==> config.mk <==
export PLATFORM = sky130hd
export DESIGN_NAME = vga_timing_recovery
export DESIGN_NICKNAME = d
export VERILOG_FILES = /design/src/rtl/vga_timing_recovery.sv
export SDC_FILE = /design/constraint.sdc
export NUM_CORES = 1
export LEC_CHECK = 0
export ABC_AREA = 1
export CAP_MARGIN = 10
export CELL_PAD_IN_SITES_DETAIL_PLACEMENT = 1
export CELL_PAD_IN_SITES_GLOBAL_PLACEMENT = 2
export CORE_MARGIN = 2
export CORE_UTILIZATION = 34
export DETAILED_ROUTE_END_ITERATION = 12
export PLACE_DENSITY_LB_ADDON = 0.25
export SYNTH_ARGS = -nofsm -noshare
export SYNTH_HDL_FRONTEND = slang
export SYNTH_SLANG_ARGS = --single-unit
==> constraint.sdc <==
create_clock -name clk -period 2.91 [get_ports clk]
set_input_delay 0.291 -clock clk [delete_from_list [all_inputs] [get_ports clk]]
set_output_delay 0.291 -clock clk [all_outputs]
set_load 0.03 [all_outputs]
==> src/rtl/vga_timing_recovery.sv <==
`default_nettype none
// ============================================================================
// Module   : vga_timing_recovery
// Purpose  : Recovers pixel coordinates, display enable and timing lock from
//            incoming active-low VGA syncs; flags bad line/frame lengths.
// Revision : 1.0 - initial release
// ============================================================================
module vga_timing_recovery #(
    parameter int H_ACTIVE     = 640,
    parameter int H_TOTAL      = 800,
    parameter int H_SYNC_START = 656,
    parameter int V_ACTIVE     = 480,
    parameter int V_TOTAL      = 525,
    parameter int V_SYNC_START = 490,
    parameter int LOCK_FRAMES  = 2
) (
    input  logic        clk,
    input  logic        rst,
    input  logic        hsync_n,
    input  logic        vsync_n,
    output logic [15:0] x,
    output logic [15:0] y,
    output logic        de,
    output logic        frame_start,
    output logic        locked,
    output logic        h_err,
    output logic        v_err
);

    localparam logic [15:0] c_h_active    = 16'(H_ACTIVE);
    localparam logic [15:0] c_h_total     = 16'(H_TOTAL);
    localparam logic [15:0] c_h_last      = 16'(H_TOTAL - 1);
    localparam logic [15:0] c_h_tmo       = 16'(H_TOTAL + 1);
    localparam logic [15:0] c_h_sync      = 16'(H_SYNC_START);
    localparam logic [15:0] c_v_active    = 16'(V_ACTIVE);
    localparam logic [15:0] c_v_total     = 16'(V_TOTAL);
    localparam logic [15:0] c_v_last      = 16'(V_TOTAL - 1);
    localparam logic [15:0] c_v_tmo       = 16'(V_TOTAL + 1);
    localparam logic [15:0] c_v_sync      = 16'(V_SYNC_START);
    localparam logic [15:0] c_lock_frames = 16'(LOCK_FRAMES);

    localparam logic [1:0] c_st_unlocked = 2'd0;
    localparam logic [1:0] c_st_acquire  = 2'd1;
    localparam logic [1:0] c_st_locked   = 2'd2;

    logic        r_hs_q, r_hs_q2, r_vs_q, r_vs_q2;
    logic [15:0] r_x, r_y, r_line_len, r_line_cnt, r_good_cnt;
    logic [1:0]  r_state;
    logic        r_h_err, r_v_err;

    logic        w_h_fall, w_v_fall, w_x_wrap;
    logic        w_h_timeout, w_v_timeout, w_h_bad, w_v_bad, w_tracking;
    logic [15:0] w_good_inc, w_good_nxt;
    logic [1:0]  w_state_nxt;

    // Sync inputs held as "low" in reset so no edge is seen on release.
    always_ff @(posedge clk or posedge rst) begin
        if (rst) begin
            r_hs_q  <= 1'b0;
            r_hs_q2 <= 1'b0;
            r_vs_q  <= 1'b0;
            r_vs_q2 <= 1'b0;
        end else begin
            r_hs_q  <= hsync_n;
            r_hs_q2 <= r_hs_q;
            r_vs_q  <= vsync_n;
            r_vs_q2 <= r_vs_q;
        end
    end

    assign w_h_fall    = r_hs_q2 & ~r_hs_q;
    assign w_v_fall    = r_vs_q2 & ~r_vs_q;
    assign w_x_wrap    = !w_h_fall && (r_x == c_h_last);
    assign w_h_timeout = !w_h_fall && (r_line_len == c_h_tmo);
    assign w_v_timeout = !w_v_fall && (r_line_cnt == c_v_tmo);
    assign w_h_bad     = (w_h_fall && (r_line_len != c_h_total)) || w_h_timeout;
    assign w_v_bad     = (w_v_fall && (r_line_cnt != c_v_total)) || w_v_timeout;
    assign w_tracking  = (r_state != c_st_unlocked);
    assign w_good_inc  = r_good_cnt + 16'd1;

    always_ff @(posedge clk or posedge rst) begin
        if (rst) begin
            r_x        <= '0;
            r_y        <= '0;
            r_line_len <= '0;
            r_line_cnt <= '0;
        end else begin
            if (w_h_fall)
                r_x <= c_h_sync;
            else if (w_x_wrap)
                r_x <= '0;
            else
                r_x <= r_x + 16'd1;

            // A vsync edge re-anchors y even on a line wrap.
            if (w_v_fall)
                r_y <= c_v_sync;
            else if (w_x_wrap)
                r_y <= (r_y == c_v_last) ? 16'd0 : r_y + 16'd1;

            if (w_h_fall || w_h_timeout)
                r_line_len <= 16'd1;
            else
                r_line_len <= r_line_len + 16'd1;

            if (w_v_fall || w_v_timeout)
                r_line_cnt <= w_h_fall ? 16'd1 : 16'd0;
            else if (w_h_fall)
                r_line_cnt <= r_line_cnt + 16'd1;
        end
    end

    always_ff @(posedge clk or posedge rst) begin
        if (rst) begin
            r_state    <= c_st_unlocked;
            r_good_cnt <= '0;
            r_h_err    <= 1'b0;
            r_v_err    <= 1'b0;
        end else begin
            r_state    <= w_state_nxt;
            r_good_cnt <= w_good_nxt;
            r_h_err    <= w_h_bad && w_tracking;
            r_v_err    <= w_v_bad && w_tracking;
        end
    end

    always_comb begin
        w_state_nxt = r_state;
        w_good_nxt  = r_good_cnt;
        case (r_state)
            c_st_unlocked: begin
                if (w_v_fall) begin
                    w_state_nxt = c_st_acquire;
                    w_good_nxt  = '0;
                end
            end
            c_st_acquire: begin
                if (w_h_bad || w_v_bad) begin
                    w_state_nxt = c_st_unlocked;
                    w_good_nxt  = '0;
                end else if (w_v_fall) begin
                    if (w_good_inc >= c_lock_frames) begin
                        w_state_nxt = c_st_locked;
                        w_good_nxt  = '0;
                    end else begin
                        w_good_nxt  = w_good_inc;
                    end
                end
            end
            c_st_locked: begin
                if (w_h_bad || w_v_bad) begin
                    w_state_nxt = c_st_unlocked;
                    w_good_nxt  = '0;
                end
            end
            default: begin
                w_state_nxt = c_st_unlocked;
                w_good_nxt  = '0;
            end
        endcase
    end

    assign x           = r_x;
    assign y           = r_y;
    assign locked      = (r_state == c_st_locked);
    assign de          = locked && (r_x < c_h_active) && (r_y < c_v_active);
    assign frame_start = locked && (r_x == 16'd0) && (r_y == 16'd0);
    assign h_err       = r_h_err;
    assign v_err       = r_v_err;

endmodule
`default_nettype wire

; ---- Word level (Yosys, flattened, before mapping)
; Index checks and enable logic that the tools add are counted.
[word_totals]
output_inout_bits = 37
reg_bits = 88
[op_classes]
n_addsub = 5
n_bitwise = 4
n_reduce_logical = 26
eq_ne = 12
n_lt_le_gt_ge = 3
mux = 21
[op_table]
columns = operator, count
row1 = 16-bit two-way mux, 13
row2 = "16-bit by 1-bit adder with 16-bit output, second input constant", 5
row3 = "16-bit by 10-bit == test with 1-bit output, second input constant", 4
row4 = 16-bit one-hot mux with 3 select lines, 1
row5 = 16-bit zero test, 2
row6 = "16-bit by 10-bit inequality test with 1-bit output, second input constant", 2
row7 = "16-bit by 2-bit greater-or-equal comparator with 1-bit output, second input constant", 1
row8 = "16-bit by 10-bit less-than comparator with 1-bit output, second input constant", 1
row9 = "16-bit by 9-bit less-than comparator with 1-bit output, second input constant", 1
row10 = 1-bit logical AND, 11
row11 = 2-bit two-way mux, 5
row12 = "3-bit inequality test, second input constant", 2
row13 = 2-bit one-hot mux with 3 select lines, 1
row14 = 2-bit nonzero test, 3
row15 = 1-bit logical OR, 5
row16 = 4-bit AND reduction, 1
row17 = 3-bit AND reduction, 1
row18 = 1-bit AND, 2
row19 = "2-bit by 1-bit == test with 1-bit output, second input constant", 1
row20 = "2-bit == test, second input constant", 1
row21 = 1-bit zero test, 2
row22 = 2-bit zero test, 1
row23 = "2-bit by 1-bit inequality test with 1-bit output, second input constant", 1
row24 = "2-bit inequality test, second input constant", 1
row25 = 2 further kinds, 3

; ---- Logic depth before layout (Yosys ltp)
[depth]
word_depth = 8
mapped_depth = 15
mapped_depth_nobuf = 15

; ---- Worst setup path after synthesis
; OpenSTA, ideal clock, no wires.
[synth_timing]
path_kind = flip-flop to output port
startpoint = register r_state[0]
endpoint = output de
t_arrival_ps = 1869
path_buffers = 0
path_slack_ps = 750
required_time_ps = 2619
path_stages_with_launch = 4
cell_sequence = dfrtp_1 -> nor2_1 -> nand4_1 -> nor3b_1
[synth_via]
elab_chain_cells = 3
[synth_lines]
columns = item, line
row1 = "start, declared", 48  ; logic [1:0] r_state;
row2 = "start signal, assigned", 115  ; r_state <= c_st_unlocked;
row3 = "start signal, assigned", 120  ; r_state <= w_state_nxt;
row4 = 2-bit == test, 165  ; assign locked = (r_state == c_st_locked);
row5 = named net locked, 25  ; output logic locked,
row6 = 1-bit logical AND (2 in series), 166  ; assign de = locked && (r_x < c_h_active) && (r_y < c_v_active);
row7 = "end, declared", 23  ; output logic de,
; The timed path passes the listed nets, and every way through them passes these cells.

; ---- Final worst setup path
[layout_timing]
startpoint = register r_x[14], in the netlist x[14]
endpoint = output de
[layout_via]
elab_chain_cells = 3
[layout_lines]
columns = item, line
row1 = "start, declared", 47  ; logic [15:0] r_x, r_y, r_line_len, r_line_cnt, r_good_cnt;
row2 = "start signal, assigned", 89  ; r_x <= c_h_sync;
row3 = "start signal, assigned", 93  ; r_x <= r_x + 16'd1;
row4 = 16-bit by 10-bit less-than comparator with 1-bit output, 166
row5 = 1-bit logical AND (2 in series), 166
; No other way between the ends.

==> results.py <==
metrics = {
    "logic_synthesis": {
        "yosysUniqueCellTypes": 43,
        "syn_inst": 695,
        "ys_ff_latch": 88,
        "syn_area_per_cell_um2": 7.45,
        "yosysWarnings": 0,
        "syn-num-nets": 711,
        "synth_top_area_share_pct": 42.5,
        "yosys-top-cells-area": "dfrtp_1 (43%), nand2_1 (11%), nor2_1 (8.1%), inv_1 (8.0%), nand3_1 (4.5%)",
        "seq_area_frac_synth_pct": 42.5,
        "syn_area_um2": 5180,
        "synth_top_area_cell": "dfrtp_1",
    },
    "clock_tree": {
        "clk_latency_ns": 0.35,
        "clock_path_buffers": 2,
        "post_cts_buffers": 0,
        "cts_hold_buf": 0,
        "tritoncts": "built",
        "clk_pin_slew_ns": 0.07,
        "cts_made_buffers": 9,
        "cts-root-buf": "clkbuf_16",
        "post_cts_resized": 0,
        "ctsHtreeMaxLevel": 3,
        "cts.sinks": 88,
    },
    "timing": {
        "relSlewSlack_pct": 48.2,
        "fin_crit_sh_pct": 91.6,
        "fin_crit_ns": 2.67,
        "hold_viol": 0,
        "grt_setup_unrepaired": "no",
        "maxSlewViolCount": 0,
        "fmax_mhz": 375,
        "worst_pin_slew_ns": 0.775,
        "final.setup.tns_ns": 0,
        "clock_skew_ns": 0.00707,
        "finalSetupViolations": 0,
    },
    "placement": {
        "gp_congestion": 0.821,
        "place_area_um2": 5810,
        "dp_hpwl_mm": 10.3,
        "numPortBuffers": 40,
    },
    "worst_setup_path": {
        "cp-end-kind": "primary output",
        "r2r_slack_ns": 0.91,
        "worstPathRequired_ns": 2.62,
        "worstReg2RegEnd": "r_state[1]",
        "reg2reg_depth": 10,
        "worstSetupPathType": "reg -> out",
        "setup.worst_path.start_class": "register",
        "path_max_fanout": 6,
        "rr_startpoint": "r_good_cnt[0]",
        "cp.arrival_ns": 2.37,
    },
    "pwr": {
        "leakagePower_nw": 2.85,
        "power_density_nw_per_um2": 550,
        "irDropWorstVdd_v": 0.000382,
        "finalPower_mw": 3.38,
    },
    "die": {
        "rows": 45,
        "core_um2": 15000,
        "fp.dieH_um": 127,
        "ios": 41,
        "dieArea_um2": 16200,
        "start_util_pct": 34.5,
        "die_x_um": 127,
    },
    "route": {
        "wl_mm": 13.8,
        "drtAntennaViolNets": 0,
        "num_vias": 4627,
        "via_per_inst": 4.94,
        "drt_iter0_drc": 164,
        "wire_per_inst_um": 14.7,
        "drc": 0,
        "first_pass_iters": 4,
    },
    "grt": {
        "grt_pass1_wl_mm": 23.7,
        "antenna_found_initial": 0,
        "grt_max_degree": 48,
        "overflow": 0,
        "grt_pass1_vias": 4815,
        "track_usage_pct": 18.1,
    },
    "cells_and_area": {
        "fillCellCount": 1863,
        "antennaDiodeCount": 0,
        "finish.net_count": 759,
        "drive_above_1_share_pct": 8.29,
        "layout_common_cells": "nand2_1 (153), nor2_1 (112), inv_1 (109), dfrtp_1 (88), nand3_1 (47)",
        "ff_latch_area_um2": 2200,
        "fin_area_um2": 6140,
        "syn_to_final_growth_pct": 18.6,
        "final_common_cell": "nand2_1",
        "multiInputGateArea_um2": 2490,
    },
    "outcome": {
        "outcome": "finished clean",
    },
    "flow_run": {
        "cap_violations": 0,
    },
    "hold_path": {
        "holdCritPathClass": "in -> async",
    },
}
-- cell families after synthesis --
kind of cell	synth area share [%]
simple gates	36.3
buf+inv	9.49
flops	42.5
compound gates	7.10
fa+ha+maj	2.90
xor+xnor	1.69
-- through the flow --
| stage | hold WS [ns] | setup WS [ns] | util (%) | cells |
|---|---|---|---|---|
| 2_1_floorplan | 0.322 | 0.340 | - | 695 |
| 3_3_place_gp | 0.404 | 0.654 | 38.6 | 920 |
| 3_5_place_dp | 0.407 | 0.634 | 38.6 | 920 |
| 4_1_cts | 0.374 | 0.243 | 40.9 | 936 |
| 5_1_grt | 0.388 | 0.139 | 40.9 | 936 |
| 6_report | 0.380 | 0.244 | 40.9 | 936 |
-- final cells by class --
type                       instances  share of cell area, %
sequential                        88                   35.8
timing repair buffer              42                   6.96
inverter                         120                   7.43
tap                              188                   3.83
clock buffer                      10                   3.73
clock inverter                     6                   1.75
multi-input combinational        482                   40.5
-- layer usage --
layer / wire length, um / track usage [%] / part of all wire [%]
met1: 6670 / 23.6 / 48
met4: 193 / 6.08 / 1.4
met5: 0 / 0 / 0
met2: 6660 / 30.9 / 48
met3: 245 / 2.60 / 1.8
-- state kept, by name (all words and copies together), names as in the netlist, 2 cells and up --
signal,count
r_good_cnt,16
r_line_cnt,16
r_line_len,16
r_state,2
x,16
y,16
-- worst max-delay path by stage --
| stage | slack (ns) | endpoint | startpoint | cells after the start |
|---|---|---|---|---|
| 2_1_floorplan | 0.34 | h_err | rst | 1 |
| 6_report | 0.24 | de | x[14] | 6 |
| 4_1_cts | 0.24 | de | x[14] | 6 |
| 3_3_place_gp | 0.65 | de | x[14] | 6 |
| 5_1_grt | 0.14 | de | x[14] | 6 |
| 3_5_place_dp | 0.63 | de | x[14] | 6 |
-- synth_stat cells (all sizes together) --
cell type	count
nor3b	4
nor2	122
nor3	20
nand3	52
a22oi	1
clkinv	1
o21a	3
a221oi	2
ha	12
a21oi	18
inv	119
nand4	23
o21ai	29
or2	2
nor4	6
buf	5
and3	3
o22ai	2
dfrtp	88
xor2	10
o311ai	2
o211ai	1
nand2	163
a211oi	3
a31oi	4
-- worst max-delay path, stage by stage, from the launching register on --
cell and delay, ns:
dfrtp_1 0.44, nor2_1 0.12, nand3_1 0.07, nor2_1 0.29, nand4_1 0.17, nor3b_1 0.22
clkdlybuf4s50_1 0.71
-- power breakdown --
group | total (mW) | switching [mW] | leakage (nW) | internal (mW)
registers | 1.40 | 0.0904 | 1.16 | 1.31
clock network | 1.35 | 0.517 | 0.162 | 0.837
logic | 0.632 | 0.420 | 1.53 | 0.212
total | 3.38 | 1.03 | 2.85 | 2.35
(Power assumes the default switching activity.)
